$ cat src/rtl/cfg_seq_pkg.sv
// Shared definitions for the config-ROM sequencer.
// - ROM entry opcodes.
// - FSM state encoding.
// - Entry field layout helpers, parametrised on register-address and data widths.
// - Delay tick helper.
// A ROM entry is packed as {op[1:0], reg[RA_W-1:0], data[D_W-1:0]}.
package cfg_seq_pkg;

  typedef logic [1:0] opcode_t;

  localparam opcode_t OP_WRITE        = 2'b00;
  localparam opcode_t OP_WRITE_VERIFY = 2'b01;
  localparam opcode_t OP_DELAY        = 2'b10;
  localparam opcode_t OP_END          = 2'b11;

  localparam logic [3:0] ST_IDLE     = 4'd0;
  localparam logic [3:0] ST_FETCH    = 4'd1;
  localparam logic [3:0] ST_DECODE   = 4'd2;
  localparam logic [3:0] ST_ISSUE_WR = 4'd3;
  localparam logic [3:0] ST_WAIT_HI  = 4'd4;
  localparam logic [3:0] ST_WAIT_LO  = 4'd5;
  localparam logic [3:0] ST_ISSUE_RD = 4'd6;
  localparam logic [3:0] ST_RD_HI    = 4'd7;
  localparam logic [3:0] ST_RD_LO    = 4'd8;
  localparam logic [3:0] ST_RETRY    = 4'd9;
  localparam logic [3:0] ST_NEXT     = 4'd10;
  localparam logic [3:0] ST_DLY      = 4'd11;
  localparam logic [3:0] ST_DONE     = 4'd12;
  localparam logic [3:0] ST_END_SEQ  = 4'd13;

  // Delay counts are at most 255 units regardless of D_W.
  localparam int DLY_UNITS_W = 8;

  function automatic int entry_w(input int ra_w, input int d_w);
    return 2 + ra_w + d_w;
  endfunction

  function automatic int op_lsb(input int ra_w, input int d_w);
    return ra_w + d_w;
  endfunction

  function automatic int reg_lsb(input int d_w);
    return d_w;
  endfunction

  function automatic int delay_ticks(input int t_clk, input int unit_ns);
    return unit_ns / t_clk;
  endfunction

endpackage

$ cat src/rtl/cfg_sequencer_if.sv
// Bundle of all sequencer-facing signals.
// It carries the start/status handshake, the config ROM port and the I2C/SCCB command master port.
// - modport master: the sequencer side.
// - modport slave: the environment side (ROM, master, top-level control).
// Signal names keep the sequencer's port names so the direction of each signal stays
// obvious when read through the interface.
interface cfg_sequencer_if
  import cfg_seq_pkg::*;
#(
  parameter int ROM_AW = 8,
  parameter int RA_W   = 8,
  parameter int D_W    = 8
);
  logic                          i_start;
  logic                          o_busy;
  logic                          o_done;
  logic                          o_error;
  logic [ROM_AW-1:0]             o_err_addr;
  logic [ROM_AW-1:0]             o_rom_addr;
  logic [entry_w(RA_W, D_W)-1:0] i_rom_data;
  logic                          o_wr;
  logic                          o_rd;
  logic [RA_W-1:0]               o_reg_addr;
  logic [D_W-1:0]                o_wdata;
  logic                          i_m_busy;
  logic [D_W-1:0]                i_m_rdata;
  logic                          i_m_rdata_valid;
  logic                          i_m_nack;

  modport master (
    input  i_start, i_rom_data, i_m_busy, i_m_rdata, i_m_rdata_valid, i_m_nack,
    output o_busy, o_done, o_error, o_err_addr, o_rom_addr,
           o_wr, o_rd, o_reg_addr, o_wdata
  );

  modport slave (
    output i_start, i_rom_data, i_m_busy, i_m_rdata, i_m_rdata_valid, i_m_nack,
    input  o_busy, o_done, o_error, o_err_addr, o_rom_addr,
           o_wr, o_rd, o_reg_addr, o_wdata
  );
endinterface

$ cat src/rtl/cfg_delay_timer.sv
// Down-counter for DELAY entries.
// Ports:
// - clk: clock.
// - rst: synchronous active-high reset.
// - load: loads units*(DELAY_UNIT_NS/T_CLK)-1.
// - units: delay count in DELAY_UNIT_NS units (1..255; 0 is handled by the caller).
// - run: decrement enable.
// - zero: count has reached 0.
// With load followed by run, zero rises after units*ticks cycles.
module cfg_delay_timer
  import cfg_seq_pkg::*;
#(
  parameter int T_CLK         = 8,
  parameter int DELAY_UNIT_NS = 1_000_000
) (
  input  logic                   clk,
  input  logic                   rst,
  input  logic                   load,
  input  logic [DLY_UNITS_W-1:0] units,
  input  logic                   run,
  output logic                   zero
);
  localparam int TICKS  = delay_ticks(T_CLK, DELAY_UNIT_NS);
  localparam int TW_RAW = $clog2(255 * TICKS);
  localparam int TW     = (TW_RAW < 1) ? 1 : TW_RAW;

  logic [TW-1:0] cnt;

  always_ff @(posedge clk) begin
    if (rst) begin
      cnt <= '0;
    end else if (load) begin
      cnt <= TW'(32'(units) * TICKS - 1);
    end else if (run && (cnt != '0)) begin
      cnt <= cnt - 1'b1;
    end
  end

  assign zero = (cnt == '0);

endmodule

$ cat src/rtl/cfg_sequencer.sv
// Config-ROM sequencer.
// It walks an external registered ROM from address 0.
// - Each entry is issued as a register write to a command-style I2C/SCCB master.
// - WRITE_VERIFY entries are optionally read back and compared.
// - A failing entry (NACK or compare mismatch) is retried up to MAX_RETRY extra times.
// - DELAY entries insert programmable waits.
// - The sequence stops on END, or on retry exhaustion with o_error/o_err_addr.
// Ports:
// - i_clk, i_rst: clock and synchronous active-high reset.
// - bus (master modport): start/busy/done/error status, ROM address/data and the master command port.
module cfg_sequencer
  import cfg_seq_pkg::*;
#(
  parameter int T_CLK         = 8,
  parameter int ROM_AW        = 8,
  parameter int RA_W          = 8,
  parameter int D_W           = 8,
  parameter int MAX_RETRY     = 3,
  parameter int DELAY_UNIT_NS = 1_000_000
) (
  input  logic            i_clk,
  input  logic            i_rst,
  cfg_sequencer_if.master bus
);
  localparam int OP_LSB  = op_lsb(RA_W, D_W);
  localparam int REG_LSB = reg_lsb(D_W);
  localparam int RC_W    = $clog2(MAX_RETRY + 2);

  opcode_t                ent_op;
  logic [RA_W-1:0]        ent_reg;
  logic [D_W-1:0]         ent_data;
  logic [DLY_UNITS_W-1:0] ent_units;

  logic [3:0]             state;
  opcode_t                op_q;
  logic [RC_W-1:0]        retry_cnt;
  logic                   rd_got;
  logic [D_W-1:0]         rd_cap;
  logic                   rd_bad;
  logic                   tmr_load;
  logic                   tmr_zero;

  assign ent_op    = bus.i_rom_data[OP_LSB +: 2];
  assign ent_reg   = bus.i_rom_data[REG_LSB +: RA_W];
  assign ent_data  = bus.i_rom_data[D_W-1:0];
  assign ent_units = DLY_UNITS_W'(ent_data);

  // A zero-length DELAY skips the timer entirely, so the load never underflows.
  assign tmr_load = (state == ST_DECODE) && (ent_op == OP_DELAY) && (ent_units != '0);

  // Read data may arrive together with the busy fall, so the live strobe takes
  // priority over the captured value.
  always_comb begin
    rd_bad = 1'b0;
    if (bus.i_m_rdata_valid) begin
      rd_bad = (bus.i_m_rdata != bus.o_wdata);
    end else begin
      rd_bad = !rd_got || (rd_cap != bus.o_wdata);
    end
  end

  cfg_delay_timer #(
    .T_CLK        (T_CLK),
    .DELAY_UNIT_NS(DELAY_UNIT_NS)
  ) u_timer (
    .clk  (i_clk),
    .rst  (i_rst),
    .load (tmr_load),
    .units(ent_units),
    .run  (state == ST_DLY),
    .zero (tmr_zero)
  );

  always_ff @(posedge i_clk) begin
    if (i_rst) begin
      state          <= ST_IDLE;
      op_q           <= OP_WRITE;
      retry_cnt      <= '0;
      rd_got         <= 1'b0;
      bus.o_busy     <= 1'b0;
      bus.o_done     <= 1'b0;
      bus.o_error    <= 1'b0;
      bus.o_err_addr <= '0;
      bus.o_rom_addr <= '0;
      bus.o_wr       <= 1'b0;
      bus.o_rd       <= 1'b0;
      bus.o_reg_addr <= '0;
      bus.o_wdata    <= '0;
    end else begin
      // Request strobes are single-cycle unless re-asserted below.
      bus.o_wr <= 1'b0;
      bus.o_rd <= 1'b0;
      case (state)
        ST_IDLE: begin
          if (bus.i_start) begin
            bus.o_done     <= 1'b0;
            bus.o_error    <= 1'b0;
            bus.o_rom_addr <= '0;
            bus.o_busy     <= 1'b1;
            retry_cnt      <= '0;
            state          <= ST_FETCH;
          end
        end
        ST_FETCH: state <= ST_DECODE;
        ST_DECODE: begin
          op_q <= ent_op;
          case (ent_op)
            OP_END:   state <= ST_DONE;
            OP_DELAY: state <= (ent_units == '0) ? ST_NEXT : ST_DLY;
            default: begin
              bus.o_reg_addr <= ent_reg;
              bus.o_wdata    <= ent_data;
              // Issue straight from decode when the master is free; this keeps
              // the post-delay write latency close to the programmed delay.
              if (!bus.i_m_busy) begin
                bus.o_wr <= 1'b1;
                state    <= ST_WAIT_HI;
              end else begin
                state <= ST_ISSUE_WR;
              end
            end
          endcase
        end
        ST_ISSUE_WR: begin
          if (!bus.i_m_busy) begin
            bus.o_wr <= 1'b1;
            state    <= ST_WAIT_HI;
          end
        end
        ST_WAIT_HI: if (bus.i_m_busy) state <= ST_WAIT_LO;
        ST_WAIT_LO: begin
          if (!bus.i_m_busy) begin
            if (bus.i_m_nack)                  state <= ST_RETRY;
            else if (op_q == OP_WRITE_VERIFY)  state <= ST_ISSUE_RD;
            else                               state <= ST_NEXT;
          end
        end
        ST_ISSUE_RD: begin
          if (!bus.i_m_busy) begin
            bus.o_rd <= 1'b1;
            rd_got   <= 1'b0;
            state    <= ST_RD_HI;
          end
        end
        ST_RD_HI, ST_RD_LO: begin
          if (bus.i_m_rdata_valid) begin
            rd_got <= 1'b1;
            rd_cap <= bus.i_m_rdata;
          end
          if ((state == ST_RD_HI) && bus.i_m_busy) begin
            state <= ST_RD_LO;
          end else if ((state == ST_RD_LO) && !bus.i_m_busy) begin
            state <= (bus.i_m_nack || rd_bad) ? ST_RETRY : ST_NEXT;
          end
        end
        ST_RETRY: begin
          if (retry_cnt < RC_W'(MAX_RETRY)) begin
            retry_cnt <= retry_cnt + 1'b1;
            state     <= ST_ISSUE_WR;
          end else begin
            bus.o_err_addr <= bus.o_rom_addr;
            bus.o_error    <= 1'b1;
            state          <= ST_END_SEQ;
          end
        end
        ST_NEXT: begin
          retry_cnt <= '0;
          // Running off the top of the ROM is treated as an END entry.
          if (bus.o_rom_addr == '1) begin
            state <= ST_DONE;
          end else begin
            bus.o_rom_addr <= bus.o_rom_addr + 1'b1;
            state          <= ST_FETCH;
          end
        end
        ST_DLY: if (tmr_zero) state <= ST_NEXT;
        ST_DONE: begin
          bus.o_done <= 1'b1;
          state      <= ST_END_SEQ;
        end
        ST_END_SEQ: begin
          bus.o_busy <= 1'b0;
          state      <= ST_IDLE;
        end
        default: state <= ST_IDLE;
      endcase
    end
  end

endmodule

$ cat src/flat_wrapper.sv
// flat-port wrapper written by rule: the top's interface ports become plain ports
module cfg_sequencer_flat import cfg_seq_pkg::*;
#(
  parameter int T_CLK         = 8,
  parameter int ROM_AW        = 8,
  parameter int RA_W          = 8,
  parameter int D_W           = 8,
  parameter int MAX_RETRY     = 3,
  parameter int DELAY_UNIT_NS = 1_000_000
)
  (i_clk, i_rst, bus_i_start, bus_i_rom_data, bus_i_m_busy, bus_i_m_rdata, bus_i_m_rdata_valid, bus_i_m_nack, bus_o_busy, bus_o_done, bus_o_error, bus_o_err_addr, bus_o_rom_addr, bus_o_wr, bus_o_rd, bus_o_reg_addr, bus_o_wdata);
  cfg_sequencer_if #(.ROM_AW(ROM_AW), .RA_W(RA_W), .D_W(D_W)) bus_i ();
  input  logic i_clk;
  input  logic i_rst;
  input wire logic [$bits(bus_i.i_start)-1:0] bus_i_start;
  input wire logic [$bits(bus_i.i_rom_data)-1:0] bus_i_rom_data;
  input wire logic [$bits(bus_i.i_m_busy)-1:0] bus_i_m_busy;
  input wire logic [$bits(bus_i.i_m_rdata)-1:0] bus_i_m_rdata;
  input wire logic [$bits(bus_i.i_m_rdata_valid)-1:0] bus_i_m_rdata_valid;
  input wire logic [$bits(bus_i.i_m_nack)-1:0] bus_i_m_nack;
  output wire logic [$bits(bus_i.o_busy)-1:0] bus_o_busy;
  output wire logic [$bits(bus_i.o_done)-1:0] bus_o_done;
  output wire logic [$bits(bus_i.o_error)-1:0] bus_o_error;
  output wire logic [$bits(bus_i.o_err_addr)-1:0] bus_o_err_addr;
  output wire logic [$bits(bus_i.o_rom_addr)-1:0] bus_o_rom_addr;
  output wire logic [$bits(bus_i.o_wr)-1:0] bus_o_wr;
  output wire logic [$bits(bus_i.o_rd)-1:0] bus_o_rd;
  output wire logic [$bits(bus_i.o_reg_addr)-1:0] bus_o_reg_addr;
  output wire logic [$bits(bus_i.o_wdata)-1:0] bus_o_wdata;
  assign bus_i.i_start = bus_i_start;
  assign bus_i.i_rom_data = bus_i_rom_data;
  assign bus_i.i_m_busy = bus_i_m_busy;
  assign bus_i.i_m_rdata = bus_i_m_rdata;
  assign bus_i.i_m_rdata_valid = bus_i_m_rdata_valid;
  assign bus_i.i_m_nack = bus_i_m_nack;
  assign bus_o_busy = bus_i.o_busy;
  assign bus_o_done = bus_i.o_done;
  assign bus_o_error = bus_i.o_error;
  assign bus_o_err_addr = bus_i.o_err_addr;
  assign bus_o_rom_addr = bus_i.o_rom_addr;
  assign bus_o_wr = bus_i.o_wr;
  assign bus_o_rd = bus_i.o_rd;
  assign bus_o_reg_addr = bus_i.o_reg_addr;
  assign bus_o_wdata = bus_i.o_wdata;
  cfg_sequencer #(.T_CLK(T_CLK), .ROM_AW(ROM_AW), .RA_W(RA_W), .D_W(D_W), .MAX_RETRY(MAX_RETRY), .DELAY_UNIT_NS(DELAY_UNIT_NS)) u_core (.i_clk(i_clk), .i_rst(i_rst), .bus(bus_i));
endmodule
$ cat config.mk
export PLATFORM = sky130hd
export DESIGN_NAME = cfg_sequencer_flat
export DESIGN_NICKNAME = d
export VERILOG_FILES = /design/src/rtl/cfg_seq_pkg.sv /design/src/rtl/cfg_sequencer_if.sv /design/src/rtl/cfg_delay_timer.sv /design/src/rtl/cfg_sequencer.sv /design/src/flat_wrapper.sv
export SDC_FILE = /design/constraint.sdc
export NUM_CORES = 1
export LEC_CHECK = 0
export BUFFER_PORTS_ARGS = -buffer_cell sky130_fd_sc_hd__buf_4
export CAP_MARGIN = 0
export CORE_MARGIN = 2
export CORE_UTILIZATION = 40
export CTS_BUF_LIST = sky130_fd_sc_hd__clkbuf_8
export DETAILED_ROUTE_END_ITERATION = 16
export HOLD_SLACK_MARGIN = 0.05
export RECOVER_POWER = 25
export SYNTH_ARGS = -nofsm -noshare
export SYNTH_HDL_FRONTEND = slang
export SYNTH_HIERARCHICAL = 1
export SYNTH_SLANG_ARGS = --single-unit
export TNS_END_PERCENT = 20
$ cat constraint.sdc
create_clock -name i_clk -period 12.3 [get_ports i_clk]
set_input_delay 1.845 -clock i_clk [delete_from_list [all_inputs] [get_ports i_clk]]
set_output_delay 1.845 -clock i_clk [all_outputs]
set_load 0.005 [all_outputs]
* Word-level counts from Yosys, hierarchy flattened *
Index checks and enable logic that the tools add are counted.

word-level totals
  bits in latches = 0
  output and inout port bits = 37
  word-level logic and storage cells = 127
  memories = 0
  memory bits (read-only) = 0
  bits in writable memories = 0
  register bits after elaboration = 80
  input bits = 32

operators by class
  bitwise gates (word level) = 4
  multiply operators = 1
  div/mod/pow operators = 0
  reduce and logical (&&, ||, !) cells = 34
  mux-type cells = 38
  equality and inequality tests = 30
  order comparisons = 1
  shifts and indexed selects = 0
  $add $sub $neg = 4

operator list
  operator               count
  $mux 25                2
  $sub 25x1->25 const B  2
  $mux 4                 12
  $pmux 4 s12            1
  $logic_not 25->1       1
  $reduce_bool 25->1     1
  $eq 4x4->1 const B     6
  $mul 8x14->22 const B  1
  $eq 4x3->1 const B     4
  $mux 8                 2
  $ne 2x2->1 const B     8
  $ne 8x8->1             2
  $pmux 8 s2             1
  $reduce_and 3->1       5
  $reduce_bool 2->1      6
  $pmux 1 s2             5
  $mux 1                 9
  $mux 3                 3
  $pmux 3 s3             1
  $add 8x1->8 const B    1
  $eq 4x2->1 const B     2
  $eq 8x8->1 const B     1
  $logic_not 8->1        1
  $pmux 4 s2             1
  18 further kinds       34

* Longest topological paths before layout *
  depth after elaboration = 8
  mapped depth = 18
  mapped depth without buffers = 17

* Cells and area by module *
The synthesis kept the hierarchy.

modules (own cells, without submodules)
  module           cells an instance  seq. area each (um^2)  instances  area each (um^2)
  cfg_delay_timer  432                500.5                  1          3,550.9
  cfg_sequencer    314                1,181.1                1          2,677.6

* Worst setup path before layout *
No wires, ideal clock.

  path type = input port to flip-flop
  start point = input bus_i_rom_data[2]
  end point = register u_core.u_timer.cnt[22]
  setup time = 124 ps
  cell stages on the path = 16
  path buffers = 1
  arrival time = 5,942 ps
  data required time = 12,176 ps
  slack = 6,234 ps
  cell sequence = fa_1 -> ha_1 -> fa_1 -> inv_1 -> fa_1 -> inv_1 -> ha_1 -> clkbuf_1 -> and2_1 -> a221o_1 -> a31oi_1 -> xnor2_1 -> or4_1 -> nor4_1 -> xor2_1 -> o22ai_1

between the ends
  longest elaborated chain between the ends = 3
  elaborated cells on any way between the ends = 6
  classes of those cells = add/sub (1); mul (1); mux (1); reduce/logical (3)

ends and longest elaborated chain
  element                                             RTL line                                    source
  from (decl)                                         flat_wrapper.sv:16                          input wire logic [$bits(bus_i.i_rom_data)-1:0] bus_i_rom_data;
  $mul 8x14->22 or $reduce_bool 8->1 (tied branches)  cfg_delay_timer.sv:33, cfg_sequencer.sv:49
  $sub 25x1->25 or $logic_and 1x1->1 (tied branches)  cfg_delay_timer.sv:33, cfg_sequencer.sv:49
  $mux 25 or $reduce_bool 2->1 (tied branches)        n/a
  to (signal assigned)                                cfg_delay_timer.sv:33                       cnt <= TW'(32'(units) * TICKS - 1);
  to (signal assigned)                                cfg_delay_timer.sv:35                       cnt <= cnt - 1'b1;
  to (decl)                                           cfg_delay_timer.sv:27                       logic [TW-1:0] cnt;

Parallel ways exist; a longest one is shown, timed or not.
A chain may end at the register's enable or synchronous reset.

* Worst setup path in the final report *
  start point = input bus_i_rom_data[2]
  end point = register u_core.u_timer.cnt[24]

Same word-level chain as after synthesis.

==> results by group <==
Layout
  • # diodes: 0
  • Final core occ: 46.4%
  • Share of layout cells above drive strength 1: 12.5%
  • Fin cells: 991
  • Layout area overhead: 13.1%
  • Nets: 906

Place
  • Pre-CTS setup slack: 5.78 ns
  • Dpl cells: 975
  • IO Port Bufs: 68
  • DP HPWL: 11.5 mm
  • Global placement routability congestion: 0.894

Die
  • Initial Util: 41.0%
  • Site row count: 45
  • Die Y: 129 um
  • Core area: 15200 um2
  • Total Die Area: 16600 um2
  • Die span in x: 129 um
  • Ports: 69

Global routing
  • Total track usage: 18.4%
  • First-pass GRT wire length: 25.0 mm
  • Initial antenna violation count: 0
  • Number of global-route vias before repair: 5200
  • GRT overflow: 0
  • Largest net degree at the start of global routing: 68

Outcome
  • Violated checks: capacitance limit, slew limit
  • Status: finished with violations

Clock network
  • TritonCTS buffer count: 9
  • # Post-CTS Setup Buffers: 0
  • CTS root buf: clkbuf_8
  • Clk Latency, worst-skew pair: 0.38 ns
  • CTS tree: done
  • Maximum root-to-sink buffer count: 2
  • Post-CTS Resized: 0
  • Clock Sinks: 80
  • CTS clk-pin slew, worst paths: 0.10 ns
  • Post-CTS Hold Fix Bufs: 0
  • Htree depth: 3

Yosys
  • EDFF count, synth: 8
  • Synthesis-stage register bit count: 80
  • Top cell type's share of synthesized area: 23.1%
  • Synth top area cells: dfxtp_1 (23%), ha_1 (12%), fa_1 (5.5%), nor2_1 (5.1%), xor2_1 (4.9%)
  • Mux cell area share after synthesis: 1.95%
  • Synth area leader: dfxtp_1
  • Mapped Area: 6230 um2
  • Ys Warns: 6
  • Synth Net Count: 854
  • Async SR Flop Fraction: 0%
  • Synth Area in Compound Gates: 16.0%
  • Netlist cell types: 76
  • Largest family of logic cells by synthesized area: simple AND/OR/NAND/NOR gates
  • Syn Area/Cell: 8.35 um2
  • Simple-gate share of the synthesized area: 22.7%
  • Synth Flop Type: dfxtp_1
  • Adder-cell share of the synthesized area: 17.3%
  • Synth Area in XOR/XNOR: 9.56%
  • Seq/Total Area, Yosys: 27.0%
  • Cell count after synthesis: 746

Worst setup path
  • Critical path peak fanout: 11
  • Flop-to-flop setup slack: 8.97 ns
  • CP Data Required Time: 12.59 ns
  • Setup crit start kind: input port
  • Length in cells of the worst reg-to-reg path: 9
  • Worst setup path category: in -> reg
  • Crit path DAT: 6.46 ns
  • Worst setup EP type: register
  • Reg-to-Reg Start: u_core/u_timer/cnt[4]$_SDFFE_PP0P_
  • FF-to-FF End: u_core/state[0]$_SDFFE_PP0P_

Power and ir drop
  • Maximum VDD drop: 0.102 mV
  • Leakage power: 2.97 nW
  • Cell Pwr Density: 164 nW/um2

Worst hold path
  • Hold path endpoint: u_core/bus.o_reg_addr[1]$_SDFFE_PP0P_
  • WHS Path Cells: 2
  • Worst hold start: u_core/bus.o_reg_addr[1]$_SDFFE_PP0P_
  • HP Class: reg -> reg

Detailed routing
  • 1st-iter DRT viols: 275
  • Vias: 5465
  • Wire per inst: 15.1 um
  • Via/cell ratio: 5.51
  • Final ANT Viol Nets: 0
  • Wirelength, routed: 14.9 mm
  • 1st-pass router iterations: 5
  • Post-route DRC: 0

STA
  • Unrepaired setup endpoints after global routing: no
  • Clock skew: 0.0201 ns
  • Slew at the pin closest to its max-slew limit: 2.97 ns
  • Post-layout min period: 6.17 ns
  • Setup ws final: 6.13 ns
  • Fin. Hold Viols: 0
  • Hold_ws: 0.464 ns
  • Rel. slew slack: -97.8%
  • Final period util: 50.2%
  • Setup TNS: 0 ns
  • Maximum operating frequency: 162 MHz
  • Final setup fails: 0
  • Fin. max-slew vios: 68

Run
  • Maxcap violations: 1
per-stage QoR:
stage          area (um2)  power, mW
6_report             7050       1.16
5_1_grt              7050       1.25
4_1_cts              7080       1.16
3_5_place_dp         6870      0.947
3_3_place_gp         6870      0.932
2_1_floorplan        6230      0.803
report_power, final:
group	switching, mW	internal (mW)
Combinational	0.370	0.252
Sequential	0.0415	0.287
Clock	0.111	0.0980
Total	0.522	0.637
registers in the layout (all words and copies together) (netlist names):
register	count
u_core/bus.o_busy	1
u_core/state	4
u_core/rd_got	1
u_core/u_timer/cnt	25
u_core/rd_cap	8
u_core/bus.o_error	1
u_core/op_q	2
u_core/bus.o_rom_addr	8
u_core/bus.o_rd	1
u_core/retry_cnt	3
u_core/bus.o_done	1
u_core/bus.o_wdata	8
u_core/bus.o_reg_addr	8
u_core/bus.o_err_addr	8
u_core/bus.o_wr	1
worst max path at each step:
stage	from	endpoint	slack, ns
final	bus_i_rom_data[2]	u_core/u_timer/cnt[24]$_SDFFE_PP0P_	6.13
after global placement	bus_i_rom_data[2]	u_core/u_timer/cnt[23]$_SDFFE_PP0P_	5.94
after global routing	bus_i_rom_data[2]	u_core/u_timer/cnt[22]$_SDFFE_PP0P_	5.88
after detailed placement	bus_i_rom_data[2]	u_core/u_timer/cnt[24]$_SDFFE_PP0P_	5.78
after floorplan	bus_i_rom_data[2]	u_core/u_timer/cnt[22]$_SDFFE_PP0P_	6.23
after CTS	bus_i_rom_data[2]	u_core/u_timer/cnt[24]$_SDFFE_PP0P_	6.16
worst max-delay path: stages:
cell and delay [ns]:
buf_4 0.16, fa_1 0.53, ha_1 0.34, fa_1 0.50
inv_1 0.05, fa_1 0.53, inv_1 0.04, ha_1 0.41
and2_1 0.22, a221o_1 0.32, a221oi_1 0.49, o21a_1 0.18
o311ai_1 0.19, nor2_1 0.13, or4b_1 0.43, o211ai_1 0.09
metal layers:
metal / track usage [%] / share of wire [%] / vias to the layer above
met5: 0 / 0 / -
met4: 5.50 / 1.6 / 0
met3: 2.99 / 3.8 / 20
met2: 30.0 / 47 / 120
met1: 25.1 / 47 / 2590
li1: - / - / 2735
cell families after synthesis:
family                     count (synthesis)
muxes                                     12
buffers and inverters                     86
AOI/OAI and AO/OA                        143
adders and majority gates                 76
and+or+nand+nor                          281
DFF                                       80
xor gates and xnor gates                  68
placed cells by master, fill, tap and decap left out, types with 5 or more instances in the layout:
master    netlist  final
nand4_1        10     10
nor2b_1         7      7
dfxtp_1        72     72
edfxtp_1        8      8
or2_2           6      6
nor2_1         85     85
nor4_1         13     13
xnor2_1        33     33
nand3_1        17     17
o211ai_1        5      5
nand2_1        64     64
xor2_1         35     35
inv_1          57     57
nand2b_1       14     14
fa_1           17     17
clkbuf_8        0      9
clkbuf_4        0      6
a211oi_1       17     17
o21ai_0        15     15
mux2i_1        11     11
nor3_1         20     20
clkbuf_1       19      9
a21oi_1        49     49
or3_1          13     13
buf_4           0     55
a311oi_1        6      6
ha_1           59     59
area by class of cell:
type | count | area (um2)
multi-input cells | 580 | 4220
fillers | 1525 | 8160
inverters | 57 | 214
clock buffers | 9 | 124
flip-flops and latches | 80 | 1680
clock inverters | 7 | 83.8
well taps | 188 | 235
repair buffers | 70 | 492
synth_stat cells (all sizes together), types with 4 or more instances:
cell	number
nand3	18
dfxtp	72
fa	17
nand4	10
nor4	14
inv	57
a311oi	6
o22ai	4
o211ai	6
ha	59
nand3b	5
clkbuf	19
mux2i	11
nand2b	14
and2	4
nand2	65
xnor2	33
nor2b	7
or3	13
buf	10
a21oi	49
o21ai	16
nor2	85
or2	6
a211oi	20
xor2	35
edfxtp	8
nor3	24
Power figures use the tool's default switching activity.
